==> src/rtl/otter_cu_fsm_pkg.sv <==
// Shared Otter opcode constants, FSM state encodings and the strobe bundle.
// Latency: n/a (constants and types only).
// Backpressure: n/a.
package otter_cu_fsm_pkg;

    // Opcode constants are the same values the combinational decoder uses.
    localparam logic [6:0] OP_RTYPE  = 7'b0110011;
    localparam logic [6:0] OP_ITYPE  = 7'b0010011;
    localparam logic [6:0] OP_LUI    = 7'b0110111;
    localparam logic [6:0] OP_AUIPC  = 7'b0010111;
    localparam logic [6:0] OP_JAL    = 7'b1101111;
    localparam logic [6:0] OP_JALR   = 7'b1100111;
    localparam logic [6:0] OP_BRANCH = 7'b1100011;
    localparam logic [6:0] OP_LOAD   = 7'b0000011;
    localparam logic [6:0] OP_STORE  = 7'b0100011;
    localparam logic [6:0] OP_SYSTEM = 7'b1110011;

    localparam logic [2:0] F3_MRET  = 3'b000;
    localparam logic [2:0] F3_CSRRW = 3'b001;

    typedef enum logic [2:0] {
        ST_INIT  = 3'd0,
        ST_FETCH = 3'd1,
        ST_EXEC  = 3'd2,
        ST_WB    = 3'd3,
        ST_INTR  = 3'd4
    } cu_state_e;

    typedef struct packed {
        logic core_reset;
        logic pc_write;
        logic rf_write;
        logic imem_rden;
        logic dmem_rden;
        logic dmem_we;
        logic csr_we;
        logic int_taken;
        logic mret_exec;
    } cu_strobe_t;

    // Instructions that write rd and advance the PC in a single EXEC cycle.
    function automatic logic is_rf_pc_op(input logic [6:0] op);
        return (op == OP_RTYPE) || (op == OP_ITYPE) || (op == OP_LUI) ||
               (op == OP_AUIPC) || (op == OP_JAL)   || (op == OP_JALR);
    endfunction

endpackage

==> src/rtl/otter_cu_fsm_intr_sync.sv <==
// Synchronises the asynchronous interrupt level and emits a 1-cycle pulse on its rising edge.
// Latency: pulse is high SYNC_STAGES cycles after the first clock edge that samples intr_req high.
// Backpressure: none; a level held high produces exactly one pulse.
module otter_cu_fsm_intr_sync #(
    parameter int SYNC_STAGES = 2
) (
    input  logic clk,
    input  logic rst_n,
    input  logic intr_req,
    output logic intr_pulse
);

    logic [SYNC_STAGES-1:0] sync_q, sync_d;
    logic                   lvl_prev_q, lvl_prev_d;

    always_comb begin
        sync_d     = {sync_q[SYNC_STAGES-2:0], intr_req};
        lvl_prev_d = sync_q[SYNC_STAGES-1];
    end

    always_ff @(posedge clk or negedge rst_n) begin
        if (!rst_n) begin
            sync_q     <= '0;
            lvl_prev_q <= 1'b0;
        end else begin
            sync_q     <= sync_d;
            lvl_prev_q <= lvl_prev_d;
        end
    end

    assign intr_pulse = sync_q[SYNC_STAGES-1] & ~lvl_prev_q;

endmodule

==> src/rtl/otter_cu_fsm.sv <==
// Multicycle Otter sequencer: INIT/FETCH/EXEC/WB/INTR with Mealy strobes for PC, RF, CSR and memories.
// Latency: 2 cycles per ALU/branch/system instruction, 3+ for loads and stalled stores, +1 for a trap.
// Backpressure: FETCH waits on imem_ready, stores and WB wait on dmem_ready; nothing commits while waiting.
module otter_cu_fsm
    import otter_cu_fsm_pkg::*;
#(
    parameter int INIT_CYCLES = 1,
    parameter int SYNC_STAGES = 2
) (
    input  logic       clk,
    input  logic       rst_n,
    input  logic [6:0] opcode,
    input  logic [2:0] func,
    input  logic       intr_req,
    input  logic       mie,
    input  logic       imem_ready,
    input  logic       dmem_ready,
    output logic       pc_write,
    output logic       rf_write,
    output logic       imem_rden,
    output logic       dmem_rden,
    output logic       dmem_we,
    output logic       csr_we,
    output logic       int_taken,
    output logic       mret_exec,
    output logic       core_reset,
    output logic [2:0] state_dbg
);

    localparam int             CNT_W    = (INIT_CYCLES > 1) ? $clog2(INIT_CYCLES) : 1;
    localparam logic [CNT_W-1:0] CNT_LAST = CNT_W'(INIT_CYCLES - 1);

    cu_state_e        state_q, state_d;
    logic [CNT_W-1:0] init_cnt_q, init_cnt_d;
    logic             intr_pend_q, intr_pend_d;
    logic             intr_pulse;
    logic             instr_done;
    cu_strobe_t       strb;

    otter_cu_fsm_intr_sync #(
        .SYNC_STAGES (SYNC_STAGES)
    ) u_intr_sync (
        .clk        (clk),
        .rst_n      (rst_n),
        .intr_req   (intr_req),
        .intr_pulse (intr_pulse)
    );

    always_comb begin
        state_d    = state_q;
        init_cnt_d = '0;
        strb       = '0;
        instr_done = 1'b0;

        unique case (state_q)
            ST_INIT: begin
                strb.core_reset = 1'b1;
                if (init_cnt_q == CNT_LAST) begin
                    state_d = ST_FETCH;
                end else begin
                    init_cnt_d = init_cnt_q + 1'b1;
                end
            end
            ST_FETCH: begin
                strb.imem_rden = 1'b1;
                if (imem_ready) state_d = ST_EXEC;
            end
            ST_EXEC: begin
                if (is_rf_pc_op(opcode)) begin
                    strb.rf_write = 1'b1;
                    strb.pc_write = 1'b1;
                end else if (opcode == OP_BRANCH) begin
                    strb.pc_write = 1'b1;
                end else if (opcode == OP_LOAD) begin
                    strb.dmem_rden = 1'b1;
                    state_d        = ST_WB;
                end else if (opcode == OP_STORE) begin
                    strb.dmem_we  = 1'b1;
                    strb.pc_write = dmem_ready;
                end else if (opcode == OP_SYSTEM && func == F3_CSRRW) begin
                    strb.csr_we   = 1'b1;
                    strb.rf_write = 1'b1;
                    strb.pc_write = 1'b1;
                end else if (opcode == OP_SYSTEM && func == F3_MRET) begin
                    strb.mret_exec = 1'b1;
                    strb.pc_write  = 1'b1;
                end else begin
                    // Unsupported SYSTEM variants and unknown opcodes retire as NOPs.
                    strb.pc_write = 1'b1;
                end
                instr_done = strb.pc_write;
            end
            ST_WB: begin
                strb.dmem_rden = 1'b1;
                if (dmem_ready) begin
                    strb.rf_write = 1'b1;
                    strb.pc_write = 1'b1;
                    instr_done    = 1'b1;
                end
            end
            ST_INTR: begin
                strb.int_taken = 1'b1;
                strb.pc_write  = 1'b1;
                state_d        = ST_FETCH;
            end
            default: begin
                state_d = ST_INIT;
            end
        endcase

        // mie is the pre-restore value on an mret completion, so a pending trap waits one instruction.
        if (instr_done) begin
            state_d = (intr_pend_q && mie) ? ST_INTR : ST_FETCH;
        end

        // A new edge arriving in the trap cycle must survive the clear.
        intr_pend_d = intr_pulse | (intr_pend_q & (state_q != ST_INTR));
    end

    always_ff @(posedge clk or negedge rst_n) begin
        if (!rst_n) begin
            state_q     <= ST_INIT;
            init_cnt_q  <= '0;
            intr_pend_q <= 1'b0;
        end else begin
            state_q     <= state_d;
            init_cnt_q  <= init_cnt_d;
            intr_pend_q <= intr_pend_d;
        end
    end

    assign core_reset = strb.core_reset;
    assign pc_write   = strb.pc_write;
    assign rf_write   = strb.rf_write;
    assign imem_rden  = strb.imem_rden;
    assign dmem_rden  = strb.dmem_rden;
    assign dmem_we    = strb.dmem_we;
    assign csr_we     = strb.csr_we;
    assign int_taken  = strb.int_taken;
    assign mret_exec  = strb.mret_exec;
    assign state_dbg  = state_q;

endmodule

==> config.mk <==
export PLATFORM = sky130hd
export DESIGN_NAME = otter_cu_fsm
export DESIGN_NICKNAME = d
export VERILOG_FILES = /design/src/rtl/otter_cu_fsm_pkg.sv /design/src/rtl/otter_cu_fsm_intr_sync.sv /design/src/rtl/otter_cu_fsm.sv
export SDC_FILE = /design/constraint.sdc
export NUM_CORES = 1
export LEC_CHECK = 0
export CAP_MARGIN = 20
export CORE_AREA = 2 2 39 41
export DETAILED_ROUTE_END_ITERATION = 6
export DIE_AREA = 0 0 41 43
export GPL_TIMING_DRIVEN = 0
export PLACE_DENSITY_LB_ADDON = 0.2
export SLEW_MARGIN = 20
export SYNTH_ARGS = -nofsm -noshare
export SYNTH_HDL_FRONTEND = slang
export SYNTH_HIERARCHICAL = 1
export SYNTH_SLANG_ARGS = --single-unit
==> constraint.sdc <==
create_clock -name clk -period 3.5 [get_ports clk]
set_clock_uncertainty 0.05 [all_clocks]
set_input_delay 0.525 -clock clk [delete_from_list [all_inputs] [get_ports clk]]
set_output_delay 0.525 -clock clk [all_outputs]
set_load 0.02 [all_outputs]
; ---- Word level (Yosys, flattened, before mapping)
; Cells that the tools add are included.
[totals]
ramBits = 0
reg_bits = 8
latch_bits = 0
rom_bits = 0
out_inout_bits = 12
input_bits = 16
memories = 0
word_cells = 82
[op_classes]
n_div = 0
n_eq_ne = 22
reduce_logical = 11
addsub = 1
order_cmp = 0
n_mux = 39
n_mul = 0
bitwise_logic = 4
shifts = 0
[op_table]
columns = operator, n
row1 = $eq 7x7->1 const B, 4
row2 = $mux 3, 9
row3 = $eq 7x6->1 const B, 3
row4 = $mux 1, 20
row5 = $ne 3x3->1 const B, 6
row6 = $pmux 3 s5, 1
row7 = $eq 7x5->1 const B, 2
row8 = $mux 2, 5
row9 = $eq 7x2->1 const B, 1
row10 = $eq 3x1->1 const B, 2
row11 = $eq 3x2->1 const B, 2
row12 = $logic_not 3->1, 2
row13 = $pmux 1 s2, 3
row14 = $reduce_and 6->1, 1
row15 = $logic_or 1x1->1, 5
row16 = $eq 3x3->1 const B, 1
row17 = $logic_and 1x1->1, 3
row18 = $pmux 1 s3, 1
row19 = $and 1x1->1, 2
row20 = $ne 2x2->1 const B, 1
row21 = $add 1x1->1 const B, 1
row22 = $not 1->1, 1
row23 = $or 1x1->1, 1

; ---- Logic depth before layout (Yosys ltp)
[depth]
word_depth = 10
mapped_depth = 5
depth_no_buf = 4

; ---- Modules after synthesis
; Netlist, hierarchy kept.
[by_module_without_submodules]
columns = mod, seq_area_each_um2, n_inst, cells_each, area_per_inst_um2
row1 = otter_cu_fsm, 100.1, 1, 44, 359.1
row2 = otter_cu_fsm_intr_sync, 75.1, 1, 4, 88.8

; ---- Worst setup path after synthesis
; Ideal clock, no wire load.
[synth_path]
path_kind = input-to-output
startpoint = input port opcode[2]
endpoint = output port rf_write
t_required_ns = 2.925
slack_ns = 1.176
arrival_ns = 1.749
path_buffers = 0
path_stages = 4
path_cell_list = and4bb_2 -> nand4_1 -> or2_1 -> a221oi_1
[synth_via]
elab_chain_len = 8
word_cells_on_any_way = 22
classes_between = eq/ne: 10 / mux: 6 / reduce/logical: 6
[synth_rtl]
columns = element, line_no
row1 = from (decl), otter_cu_fsm.sv:12  ; input logic [6:0] opcode,
row2 = $eq 7x7->1 (tied with other cells), otter_cu_fsm.sv:80  ; end else if (opcode == OP_SYSTEM && func == F3_CSRRW) begin
row3 = $logic_and 1x1->1 or $logic_or 1x1->1 (tied branches), "otter_cu_fsm.sv:80, otter_cu_fsm_pkg.sv:43"
row4 = $mux 1 or $logic_or 1x1->1 (tied branches), "otter_cu_fsm.sv:80, otter_cu_fsm_pkg.sv:43"
row5 = $mux 1 or $logic_or 1x1->1 (tied branches), "otter_cu_fsm.sv:77, otter_cu_fsm_pkg.sv:43"
row6 = $mux 2 or $logic_or 1x1->1 (tied branches), "otter_cu_fsm.sv:74, otter_cu_fsm_pkg.sv:44"
row7 = $mux 1 or $logic_or 1x1->1 (tied branches), "otter_cu_fsm.sv:72, otter_cu_fsm_pkg.sv:44"
row8 = $mux 2 *, otter_cu_fsm.sv:69  ; if (is_rf_pc_op(opcode)) begin
row9 = $pmux 1 s2 *, otter_cu_fsm.sv:55  ; unique case (state_q)
row10 = to (decl), otter_cu_fsm.sv:19  ; output logic rf_write,
; Mark *: on every way between the ends. The rest lies on a longest branch, timed or not.

; ---- Worst setup path after layout
[layout_path]
startpoint = input port opcode[4]
endpoint = output port rf_write
; Same word-level chain as after synthesis.

==> results.sh <==
export IMPL_status="complete, no violations"
export IMPL_htreeDepth=1
export IMPL_clkPwrFrac_pct=13.5
export IMPL_intPower_mw=0.324
export IMPL_ctsLongestPathBuffers=2
export IMPL_syn_avg_cell_area_um2=9.33
export IMPL_switching_share_pct=39.3
export IMPL_cp_top_family="buffers and inverters"
export IMPL_critPathLaunchType="input port"
export IMPL_max_stage_delay_ns=0.64
export IMPL_fmax_mhz=316
export IMPL_nNetsFinal=96
export IMPL_hp_class="reg2reg"
export IMPL_hold_violations=0
export IMPL_grt_max_degree=11
export IMPL_rsz0062_at_grt="false"
export IMPL_yosysSeqAreaShare_pct=39.1
export IMPL_post_place_ws_ns=0.315
export IMPL_root_buffer="clkbuf_4"
export IMPL_finalSetupViolations=0
export IMPL_crit_chain="clkdlybuf4s50_1 -> nor3b_1 -> nand4_1 -> or2_1 -> a221oi_1 -> clkdlybuf4s50_1"
export IMPL_layout_common_cells="clkdlybuf4s50_1, dfrtp_1, nor2_1"
export IMPL_slowest_stage="clkdlybuf4s50_1"
export IMPL_dieArea_mm2=0.00176
export IMPL_routed_wl_um=1030
export IMPL_cap_violations=0
export IMPL_cts_buffers=3
export IMPL_grt_pass1_vias=419
export IMPL_p_leak_nw=0.313
export IMPL_wire_per_inst_um=10.8
export IMPL_arrival_ns=2.59
export IMPL_combPwrFrac_pct=62.5
export IMPL_totalPowerFinal_mw=0.534
export IMPL_layout_commonest_cell="clkdlybuf4s50_1"
export IMPL_drive_above_1_share_pct=15.2
export IMPL_drt_iter0_drc=6
export IMPL_gp_congestion=0.692
export IMPL_syn_inst=48
export IMPL_start_util_pct=32.4
export IMPL_syn_area_um2=448
export IMPL_ys_types=26
export IMPL_clock_sinks=7
export IMPL_worst_slack_ns=0.339
export IMPL_num_vias=458
export IMPL_synth_edf_count=0
export IMPL_period_needed_ns=3.16
export IMPL_syn2layout_area_growth_pct=70.7
export IMPL_cts_setup_buffers=0
export IMPL_pin_count=28
export IMPL_period_share_pct=90.3
export IMPL_crit_cells=6
export IMPL_ir_worst_vdd_mv=0.443
export IMPL_yosys_top_cells_area="dfrtp_1, nor3_1, nor2_1"
export IMPL_power_switching_mw=0.210
export IMPL_worstSetupPathType="in2out"
export IMPL_port_buffers=27
export IMPL_overflow=0
export IMPL_fin_setup_tns_ns=0
export IMPL_synthArstFlopShare_pct=100
export IMPL_netlist_top_cell_by_area="dfrtp_1"
export IMPL_critPathMostFrequentCell="clkdlybuf4s50_1"
export IMPL_p_per_area_mw_per_mm2=698
export IMPL_hpwl_um=826
export IMPL_viasPerCell=4.82
export IMPL_cts_resized=0
export IMPL_timing_rr_start="state_dbg[2]"
export IMPL_ys_ff_latch=7
export IMPL_seqPwrFrac_pct=24.0
export IMPL_drt_pass1_iterations=4
export IMPL_relSlewSlack_pct=80.3
export IMPL_rows=14
export IMPL_critPathBufInv=2
export IMPL_post_route_drc_count=0
export IMPL_clkLatencyLatePin_ns=0.25
export IMPL_ys_warn_count=6
export IMPL_die_width_um=41
export IMPL_core_area_mm2=0.00138
export IMPL_worst_r2r_endpoint="state_dbg[0]"
export IMPL_rrSetupSlack_ns=1.92
export IMPL_synth_flop_cell="dfrtp_1"
export IMPL_drtAntennaViolNets=0
export IMPL_cp_max_fo=5
export IMPL_worstPathRequired_ns=2.92
export IMPL_syn_nets=64
export IMPL_ctsHoldBuffers=0
export IMPL_reg2reg_depth=4
export IMPL_antenna_cells=0
export IMPL_worstMarginPinSlew_ns=0.295
export IMPL_cts_tree="done"
export IMPL_die_h_um=43
export IMPL_crit_path_end="rf_write"
export IMPL_grt_pass1_wl_um=1610
export IMPL_synth_top_cell_area_share_pct=39.1
export IMPL_drv_slew=0
export IMPL_clk_pin_slew_ns=0.05
export IMPL_crit_path_start="opcode[4]"
export IMPL_critPathCaptureType="output pin"
export IMPL_antenna_found_initial=0
export IMPL_gr_usage_all_layers_pct=13.6
[routing by layer]
metal,GRT usage (%),vias to the layer above,share of wire [%]
met1,15.0,200,43
li1,-,233,-
met2,21.9,22,46
met5,0,-,0
met4,8.00,0,2.2
met3,3.66,3,8.6
[per-stage QoR]
stage	utilization (%)	cell area [um^2]	hold slack (ns)	instances
floorplan	-	448	0.179	48
global placement	53.3	738	0.284	91
detailed placement	53.3	738	0.287	91
CTS	55.2	764	0.298	95
global route	55.2	764	0.316	95
finish	55.2	764	0.295	95
[cells by family after synthesis]
logic type             after synthesis  synth area share [%]
AND/OR/NAND/NOR                     27                  38.5
AO/OA/AOI/OAI                        9                  14.8
flip-flops                           7                  39.1
buffers and inverters                4                  4.19
multiplexers                         1                  3.35
[power groups by stage]
stage | Clock, mW | Sequential (mW) | Combinational [mW]
floorplan | 0 | 0.144 | 0.184
global placement | 0 | 0.129 | 0.332
detailed placement | 0 | 0.130 | 0.334
CTS | 0.0759 | 0.129 | 0.336
global route | 0.0819 | 0.132 | 0.357
finish | 0.0722 | 0.128 | 0.333
[registers in the layout, indices dropped and copies added, names as in the netlist]
signal,flops
state_dbg,3
intr_pend_q,1
u_intr_sync/lvl_prev_q,1
u_intr_sync/sync_q,2
[worst reg2reg max path: cells and delay by family, from the launching register on]
| kind | cells | cell delay, ns |
|---|---|---|
| AO/OA/AOI/OAI | 1 | 0.24 |
| AND/OR/NAND/NOR | 2 | 0.44 |
| flip-flops | 1 | 0.43 |
| multiplexers | 1 | 0.30 |
[worst min-delay path by stage]
stage | start | endpoint | slack [ns] | cells after the start
after floorplan | rst_n | intr_pend_q | 0.18 | 0
after global placement | u_intr_sync/sync_q[0] | u_intr_sync/sync_q[1] | 0.28 | 0
after detailed placement | u_intr_sync/sync_q[0] | u_intr_sync/sync_q[1] | 0.29 | 0
after CTS | u_intr_sync/sync_q[0] | u_intr_sync/sync_q[1] | 0.30 | 0
after global routing | u_intr_sync/sync_q[0] | u_intr_sync/sync_q[1] | 0.32 | 0
final | u_intr_sync/sync_q[0] | u_intr_sync/sync_q[1] | 0.29 | 0
[synthesized netlist by cell type, types with 2 or more instances]
| cell | n |
|---|---|
| o21ai_0 | 2 |
| inv_1 | 3 |
| nand2_1 | 3 |
| nor3b_1 | 2 |
| nor3_1 | 5 |
| dfrtp_1 | 7 |
| nor2_1 | 6 |
| a21oi_1 | 2 |
[area by class of cell]
type | count | area [um^2]
buffer | 1 | 7.51
clock buffer | 4 | 26.3
fill | 148 | 619
inverter | 3 | 11.3
multi-input combinational | 37 | 254
sequential | 7 | 175
tap | 16 | 20.0
timing repair buffer | 27 | 270
Note: power is estimated with default switching activity, not from simulation.
